[src/rtl/dcache_wt.sv]
// rtl/dcache_wt.sv - direct-mapped write-through one-word-per-line data cache
// Optional hit/miss counters are compiled in when DCACHE_STATS_EN is defined.
module dcache_wt #(
  parameter int LINES = 16
) (
  input  logic        clk,
  input  logic        rst,
  input  logic        cpu_rd,
  input  logic        cpu_wr,
  input  logic [31:0] cpu_addr,
  input  logic [31:0] cpu_wdata,
  output logic [31:0] cpu_rdata,
  output logic        cpu_stall,
  output logic        mem_req,
  output logic        mem_we,
  output logic [31:0] mem_addr,
  output logic [31:0] mem_wdata,
  input  logic        mem_ack,
  input  logic [31:0] mem_rdata
`ifdef DCACHE_STATS_EN
  ,
  output logic [31:0] hit_cnt,
  output logic [31:0] miss_cnt
`endif
);

  localparam int IDX_W = $clog2(LINES);
  localparam int TAG_W = 30 - IDX_W;

  typedef enum logic [1:0] {S_IDLE, S_FILL, S_WRITE, S_WDONE} state_t;

  state_t               r_state;
  logic [LINES-1:0]     r_valid;
  logic [TAG_W-1:0]     r_tag  [LINES];
  logic [31:0]          r_data [LINES];
  logic                 r_mem_req;
  logic                 r_mem_we;
  logic [31:0]          r_mem_addr;
  logic [31:0]          r_mem_wdata;

  logic [31:0]          w_word_addr;
  logic [IDX_W-1:0]     w_idx;
  logic [TAG_W-1:0]     w_tag;
  logic [IDX_W-1:0]     w_fill_idx;
  logic                 w_hit;
  logic                 w_idle;

  assign w_word_addr = cpu_addr & ~32'h3;
  assign w_idx       = w_word_addr[IDX_W+1:2];
  assign w_tag       = w_word_addr[31:IDX_W+2];
  assign w_fill_idx  = r_mem_addr[IDX_W+1:2];
  assign w_hit       = r_valid[w_idx] && (r_tag[w_idx] == w_tag);
  assign w_idle      = (r_state == S_IDLE);

  assign mem_req   = r_mem_req;
  assign mem_we    = r_mem_we;
  assign mem_addr  = r_mem_addr;
  assign mem_wdata = r_mem_wdata;

  // Stall is a function of state, strobes and hit only; mem_ack never feeds it.
  always_comb begin
    cpu_stall = 1'b0;
    case (r_state)
      S_IDLE:  cpu_stall = cpu_wr | (cpu_rd & ~w_hit);
      S_FILL:  cpu_stall = 1'b1;
      S_WRITE: cpu_stall = 1'b1;
      default: cpu_stall = 1'b0;
    endcase
  end

  assign cpu_rdata = (cpu_rd && w_idle && w_hit) ? r_data[w_idx] : 32'h0;

  always_ff @(posedge clk or posedge rst) begin
    if (rst) begin
      r_state     <= S_IDLE;
      r_valid     <= '0;
      r_mem_req   <= 1'b0;
      r_mem_we    <= 1'b0;
      r_mem_addr  <= 32'h0;
      r_mem_wdata <= 32'h0;
    end else begin
      case (r_state)
        S_IDLE: begin
          if (cpu_wr) begin
            r_state     <= S_WRITE;
            r_mem_req   <= 1'b1;
            r_mem_we    <= 1'b1;
            r_mem_addr  <= w_word_addr;
            r_mem_wdata <= cpu_wdata;
          end else if (cpu_rd && !w_hit) begin
            r_state    <= S_FILL;
            r_mem_req  <= 1'b1;
            r_mem_we   <= 1'b0;
            r_mem_addr <= w_word_addr;
          end
        end
        S_FILL: begin
          if (mem_ack) begin
            r_state              <= S_IDLE;
            r_mem_req            <= 1'b0;
            r_valid[w_fill_idx]  <= 1'b1;
          end
        end
        S_WRITE: begin
          if (mem_ack) begin
            r_state   <= S_WDONE;
            r_mem_req <= 1'b0;
          end
        end
        default: r_state <= S_IDLE;
      endcase
    end
  end

  // Tag/data arrays carry no reset; validity alone decides whether a line is usable.
  always_ff @(posedge clk) begin
    if (w_idle && cpu_wr && w_hit) begin
      r_data[w_idx] <= cpu_wdata;
    end else if (r_state == S_FILL && mem_ack) begin
      r_data[w_fill_idx] <= mem_rdata;
      r_tag[w_fill_idx]  <= r_mem_addr[31:IDX_W+2];
    end
  end

`ifdef DCACHE_STATS_EN
  always_ff @(posedge clk or posedge rst) begin
    if (rst) begin
      hit_cnt  <= 32'h0;
      miss_cnt <= 32'h0;
    end else begin
      if (w_idle && cpu_rd && !cpu_wr && w_hit) hit_cnt <= hit_cnt + 32'h1;
      if (w_idle && cpu_rd && !cpu_wr && !w_hit) miss_cnt <= miss_cnt + 32'h1;
    end
  end
`endif

endmodule
[config.mk]
export PLATFORM = sky130hd
export DESIGN_NAME = dcache_wt
export DESIGN_NICKNAME = d
export VERILOG_FILES = /design/src/rtl/dcache_wt.sv
export SDC_FILE = /design/constraint.sdc
export NUM_CORES = 1
export LEC_CHECK = 0
export CELL_PAD_IN_SITES_DETAIL_PLACEMENT = 1
export CELL_PAD_IN_SITES_GLOBAL_PLACEMENT = 1
export CORE_MARGIN = 5
export CORE_UTILIZATION = 25
export DETAILED_ROUTE_END_ITERATION = 10
export GPL_TIMING_DRIVEN = 0
export PLACE_DENSITY = 0.49
export REMOVE_ABC_BUFFERS = 1
export SYNTH_ARGS = -nofsm -noshare
export SYNTH_HDL_FRONTEND = slang
export SYNTH_SLANG_ARGS = --single-unit
[constraint.sdc]
create_clock -name clk -period 8.1 [get_ports clk]
set_input_delay 2.43 -clock clk [delete_from_list [all_inputs] [get_ports clk]]
set_output_delay 2.43 -clock clk [all_outputs]
set_load 0.02 [all_outputs]
==> results of run 1 <==
## flip-flops by register name, summed over array words and instances (netlist names)
register / count
r_state: 2
mem_wdata: 32
mem_req: 1
mem_addr: 30
r_valid: 16
mem_we: 1
r_data: 512
r_tag: 416
## layer usage
metal,track usage (%),routed length (um)
met1,19.7,55600
met3,3.55,6890
met4,2.88,2410
met2,23.3,58500
met5,0,0
## logic make-up (layout without fill, tap and decap cells)
logic type,after synthesis,in the layout,synth area share (%)
and+or+nand+nor,265,265,3.27
AOI/OAI and AO/OA,136,136,2.53
xor gates and xnor gates,27,27,0.588
adders and majority gates,4,4,0.124
buffers and inverters,114,523,1.65
other,1,6,0.00932
DFF,1010,1010,74.4
muxes,387,387,17.5
## synth_stat cells, types with 19 or more instances
cell	n
buf_2	22
clkbuf_1	43
dfrtp_1	82
edfxtp_1	928
mux2_1	29
mux2_2	26
mux2_4	30
mux2i_1	68
mux4_2	234
nand2_1	122
nor2_1	25
nor2b_1	41
o21ai_0	19
## layout make-up
| cell class | instances | share of cell area [%] |
|---|---|---|
| antenna | 4 | 0.0196 |
| sequential | 1010 | 58.7 |
| tap | 2160 | 5.30 |
| inverter | 13 | 0.145 |
| timing repair buffer | 313 | 8.66 |
| multi-input combinational | 821 | 20.3 |
| clock buffer | 153 | 5.88 |
| clock inverter | 44 | 0.986 |
## what timing repair did
| action | in CTS | in global routing |
|---|---|---|
| setup buffers | 29 | 7 |
| hold endpoints to repair | 0 | 0 |
| hold buffers | 0 | 0 |
| pin swaps | 8 | 12 |
| setup endpoints to repair | 33 | 33 |
| resized for setup | 292 | 23 |
| cloned | 22 | 0 |
## critical path, cell delays in order
cell      delay, ns
buf_16         0.11
buf_16         0.17
buf_16         0.16
mux4_2         0.50
a22o_1         0.28
a221oi_4       0.26
xor2_2         0.19
nand4_1        0.13
buf_6          0.16
nor4_4         0.32
nand4_4        0.20
or2_4          0.39
buf_16         0.21
nor2b_4        0.22
buf_6          0.15
## power breakdown
part           switching [mW]  leakage [nW]  internal [mW]  total (mW)
Combinational            1.29          5.77          0.915        2.20
Clock                    2.07          1.70           2.87        4.94
Sequential              0.435          9.35           6.49        6.93
Total                    3.79          16.8           10.3        14.1
## final timing paths
path	cells past startpoint	slack [ns]	end
max	15	-0.28	cpu_rdata[12]
min	1	0.45	r_valid[2]
max reg2reg	14	3.15	r_data[7][3]
min reg2reg	1	0.45	r_valid[2]
max in group asynchronous	3	5.24	mem_addr[24]
min in group asynchronous	2	2.07	mem_wdata[4]
==> run metrics, run 1 <==
worst-path fanout max 12; router iterations before antenna repair 5; DRC Markers 0; P_leak 16.8 nW; Worst-Skew Late Latency 0.71 ns; Routed WL roughly 120000 um; largest net degree at the start of global routing 65; H-tree lvl count 3; final setup fails 32; setup TNS -6.24 ns; first-pass GRT wire length roughly 170000 um; area of the multi-input gates around 10000 um^2; final setup margin -0.283 ns; Cell Area, Placed 46000 um^2; worst slew pin tran 1.27 ns; fin area roughly 50000 um^2; HP Start r_valid[2]; number of filler cells placed in the layout 16000; pre-CTS setup slack -2.59 ns; post-layout util 31.8%; WP data arrival 5.95 ns; Die Y between 400 and 500 um; share of cells above drive strength 1 30.2%; critical path required time between 5 and 6 ns; cells after synthesis 1944; DR iter-0 viols approximately 1600; GRT Residual Overflow 0; cell taking the most area after synthesis edfxtp_1; initial antenna violation count 4; Period minus WS final 8.38 ns; final hold viol count 0; die footprint 169000 um^2; CTS clock-pin slew for the worst setup and hold paths 0.06 ns; synth unique cells 73; #FFs+latches synth 1010; Starting Density 25.1%; outcome finished, violations left; MaxCap Viol Count 0; Die W 411 um; Mapped Area about 40000 um^2; Synth area leaders edfxtp_1, mux4_2, dfrtp_1, mux2i_1, nand2_1; Slew Viols, Final 0; # nets final around 2400; number of global-route vias before repair 22400; IO Port Bufs 195; non-filler instance count after layout 4518; most frequent cells in the layout edfxtp_1, mux4_2, clkdlybuf4s50_1, nand2_1, clkbuf_16; commonest non-fill, non-tap cell in the layout edfxtp_1; wire length per cell between 20 and 30 um; critical path launch point cpu_addr[2]; Fin Clk Skew 0.0297 ns; Final ANT Viol Nets 0; Final HPWL DP 70800 um; Cell Pwr Density roughly 280 nW/um^2; Mean Syn Cell Area between 20 and 25 um^2; Rows approximately 150; CTS root buffer clkbuf_16; HP Class register to register; CP Capture Type output port; number of synthesized flops with an enable pin between 900 and 1000; Rel. slew slack about 15%; placed insts between 4000 and 5000; fmax ~120 MHz; Synth top area share 69.3%; GR Util All Layers between 10% and 20%; core area roughly 160000 um^2; Seq/Total Area, Yosys 74.4%; overall power 14.1 mW; Final Wtd Congestion 0.703; dominant synthesized flop cell edfxtp_1; Critical Path Source Type input pin; I/O pins 200; RR Startpoint r_tag[7][4]; violated checks setup timing; CTS Buf Count 106; RSZ-0062 raised after global routing true; Synth async-reset ratio 8.12%; Yosys Warn Count 0; CTS Sinks 1010; Hold Slack 0.451 ns; DR vias around 21000; drt via density roughly 4.6; WS Path Type input pin to output port; post-synthesis to final-layout area growth 26.8%; period utilization 103%; Storage cell area 29900 um^2; CTS tree done; peak supply drop 0.259 mV; maximum clock path buffer count 3
No activity file was read; power rests on OpenSTA's default activity.
==> run 2, diff against run 1 <==
==> constraint.sdc (replaced) <==
create_clock -name clk -period 9.3 [get_ports clk]
set_input_delay 2.79 -clock clk [delete_from_list [all_inputs] [get_ports clk]]
set_output_delay 2.79 -clock clk [all_outputs]
set_load 0.02 [all_outputs]
==> run metrics, run 2 (synthesis results as in run 1) <==
Net Sw Power 3.29 mW; Rel. slew slack approximately an eighth; Hold Slack around 0.45 ns; Clk pwr share between 30% and 40%; Cell Pwr Density 242 nW/um^2; Cell Area, Placed 46000 um^2; # nets final 2356; DRC Markers 0; Final ANT Viol Nets 0; IO Port Bufs 195; critical path required time 6.51 ns; post-synthesis to final-layout area growth 25.5%; max layer used met4; met2 wire len 57800 um; setup TNS 0 ns; core area 160000 um^2; HP Class register to register; final setup fails 0; router iterations before antenna repair 5; Storage cell area 29900 um^2; Final HPWL DP 70800 um; initial antenna violation count 8; WP data arrival around 6.4 ns; peak supply drop 0.170 mV; Die Y between 400 and 500 um; placed insts 4262; GRT Residual Overflow 0; Most flops, register r_data; CTS root buffer clkbuf_16; wire length per cell 27.0 um; maximum clock path buffer count 3; share of cells above drive strength 1 between 20 and 30%; cts hold-fix bufs 0; P_leak 16.6 nW; Slew Viols, Final 0; commonest non-fill, non-tap cell in the layout edfxtp_1; worst slew pin tran 1.30 ns; non-filler instance count after layout 4504; CTS Sinks 1010; DR WL met3 7140 um; share of total power in sequential cells 49.4%; Routed WL 122000 um; largest net degree at the start of global routing 65; Die W between 400 and 500 um; WS Path Type input pin to output port; pre-CTS setup slack -2.11 ns; Pint 8.93 mW; Period minus WS final 9.19 ns; Critical Path Source Type input pin; CTS clock-pin slew for the worst setup and hold paths 0.06 ns; DR iter-0 viols 1627; Switching Share 26.9%; die footprint 169000 um^2; number of global-route vias before repair 22300; H-tree lvl count 3; final hold viol count 0; most frequent cells in the layout edfxtp_1, mux4_2, clkdlybuf4s50_1, nand2_1, clkbuf_16; period utilization 98.8%; MaxCap Viol Count 0; area of the multi-input gates 10200 um^2; DR vias 20600; fmax 109 MHz; Fin Clk Skew between 0.02 and 0.03 ns; Worst-Skew Late Latency between 0.7 and 0.8 ns; M1 WL roughly 54000 um; drt via density 4.57; Final Wtd Congestion roughly 0.70; GR Util All Layers 14.0%; RSZ-0062 raised after global routing true; final setup margin around 0.11 ns; CTS Buf Count between 100 and 150; first-pass GRT wire length around 170000 um; CP Capture Type output port; I/O pins 200; outcome complete, no violations; CTS tree done; Rows between 100 and 150; number of filler cells placed in the layout around 16000; Comb pwr share 15.5%; fin area 50500 um^2; max reg flops 512; worst-path fanout max 23; Starting Density 25.1%
==> run 2: power by group through the flow <==
stage	sequential (mW)	combinational (mW)	clock (mW)
2_1_floorplan	6.16	0.705	0
3_3_place_gp	6.10	1.90	0
3_5_place_dp	6.13	1.87	0
4_1_cts	6.04	1.93	4.42
5_1_grt	6.09	2.03	4.62
6_report	6.03	1.90	4.29
==> run 2: per-layer routing <==
metal  track usage (%)  up-vias
li1                  -     8634
met3              3.61      142
met2              22.8      568
met1              19.0    11200
met4              2.97        0
met5                 0        -
==> run 2: layout make-up <==
cell class,count,share of cell area (%)
Sequential cell,1010,59.3
Multi-Input combinational cell,821,20.2
Timing Repair Buffer,299,8.06
Clock buffer,153,5.95
Tap cell,2160,5.35
Clock inverter,44,0.996
Inverter,13,0.146
Antenna cell,4,0.0198
==> run 2: what timing repair did <==
action | 4_1_cts | 5_1_grt
pin swaps | 6 | 4
buffers inserted | 10 | 12
gates resized for setup | 114 | 41
endpoints found under the setup margin | 33 | 33
cloned | 14 | 5
==> run 2: worst max-delay path, stage by stage <==
cell,delay [ns]
buf_4,0.24
buf_16,0.23
nor2_1,0.62
a22o_1,0.32
a221oi_4,0.06
xor2_2,0.34
o21ai_4,0.14
nor4_4,0.32
nand4_4,0.19
or2_4,0.35
buf_12,0.21
nor2b_4,0.20
clkdlybuf4s15_2,0.29
==> run 2: final timing paths <==
path	slack, ns	to	start	cells past startpoint
max in group asynchronous	6.08	mem_addr[24]	rst	3
min	0.45	r_valid[2]	r_valid[2]	1
max	0.11	cpu_rdata[16]	cpu_addr[5]	13
min in group asynchronous	2.43	mem_wdata[4]	rst	2
max reg2reg	4.40	r_data[7][3]	r_tag[6][22]	13
min reg2reg	0.45	r_valid[2]	r_valid[2]	1
==> run 2: per-stage QoR <==
step           total power [mW]  utilization, %
3_3_place_gp               7.99            27.6
2_1_floorplan              6.87               -
6_report                   12.2            31.5
4_1_cts                    12.4            31.4
5_1_grt                    12.7            31.5
3_5_place_dp               8.00            28.7
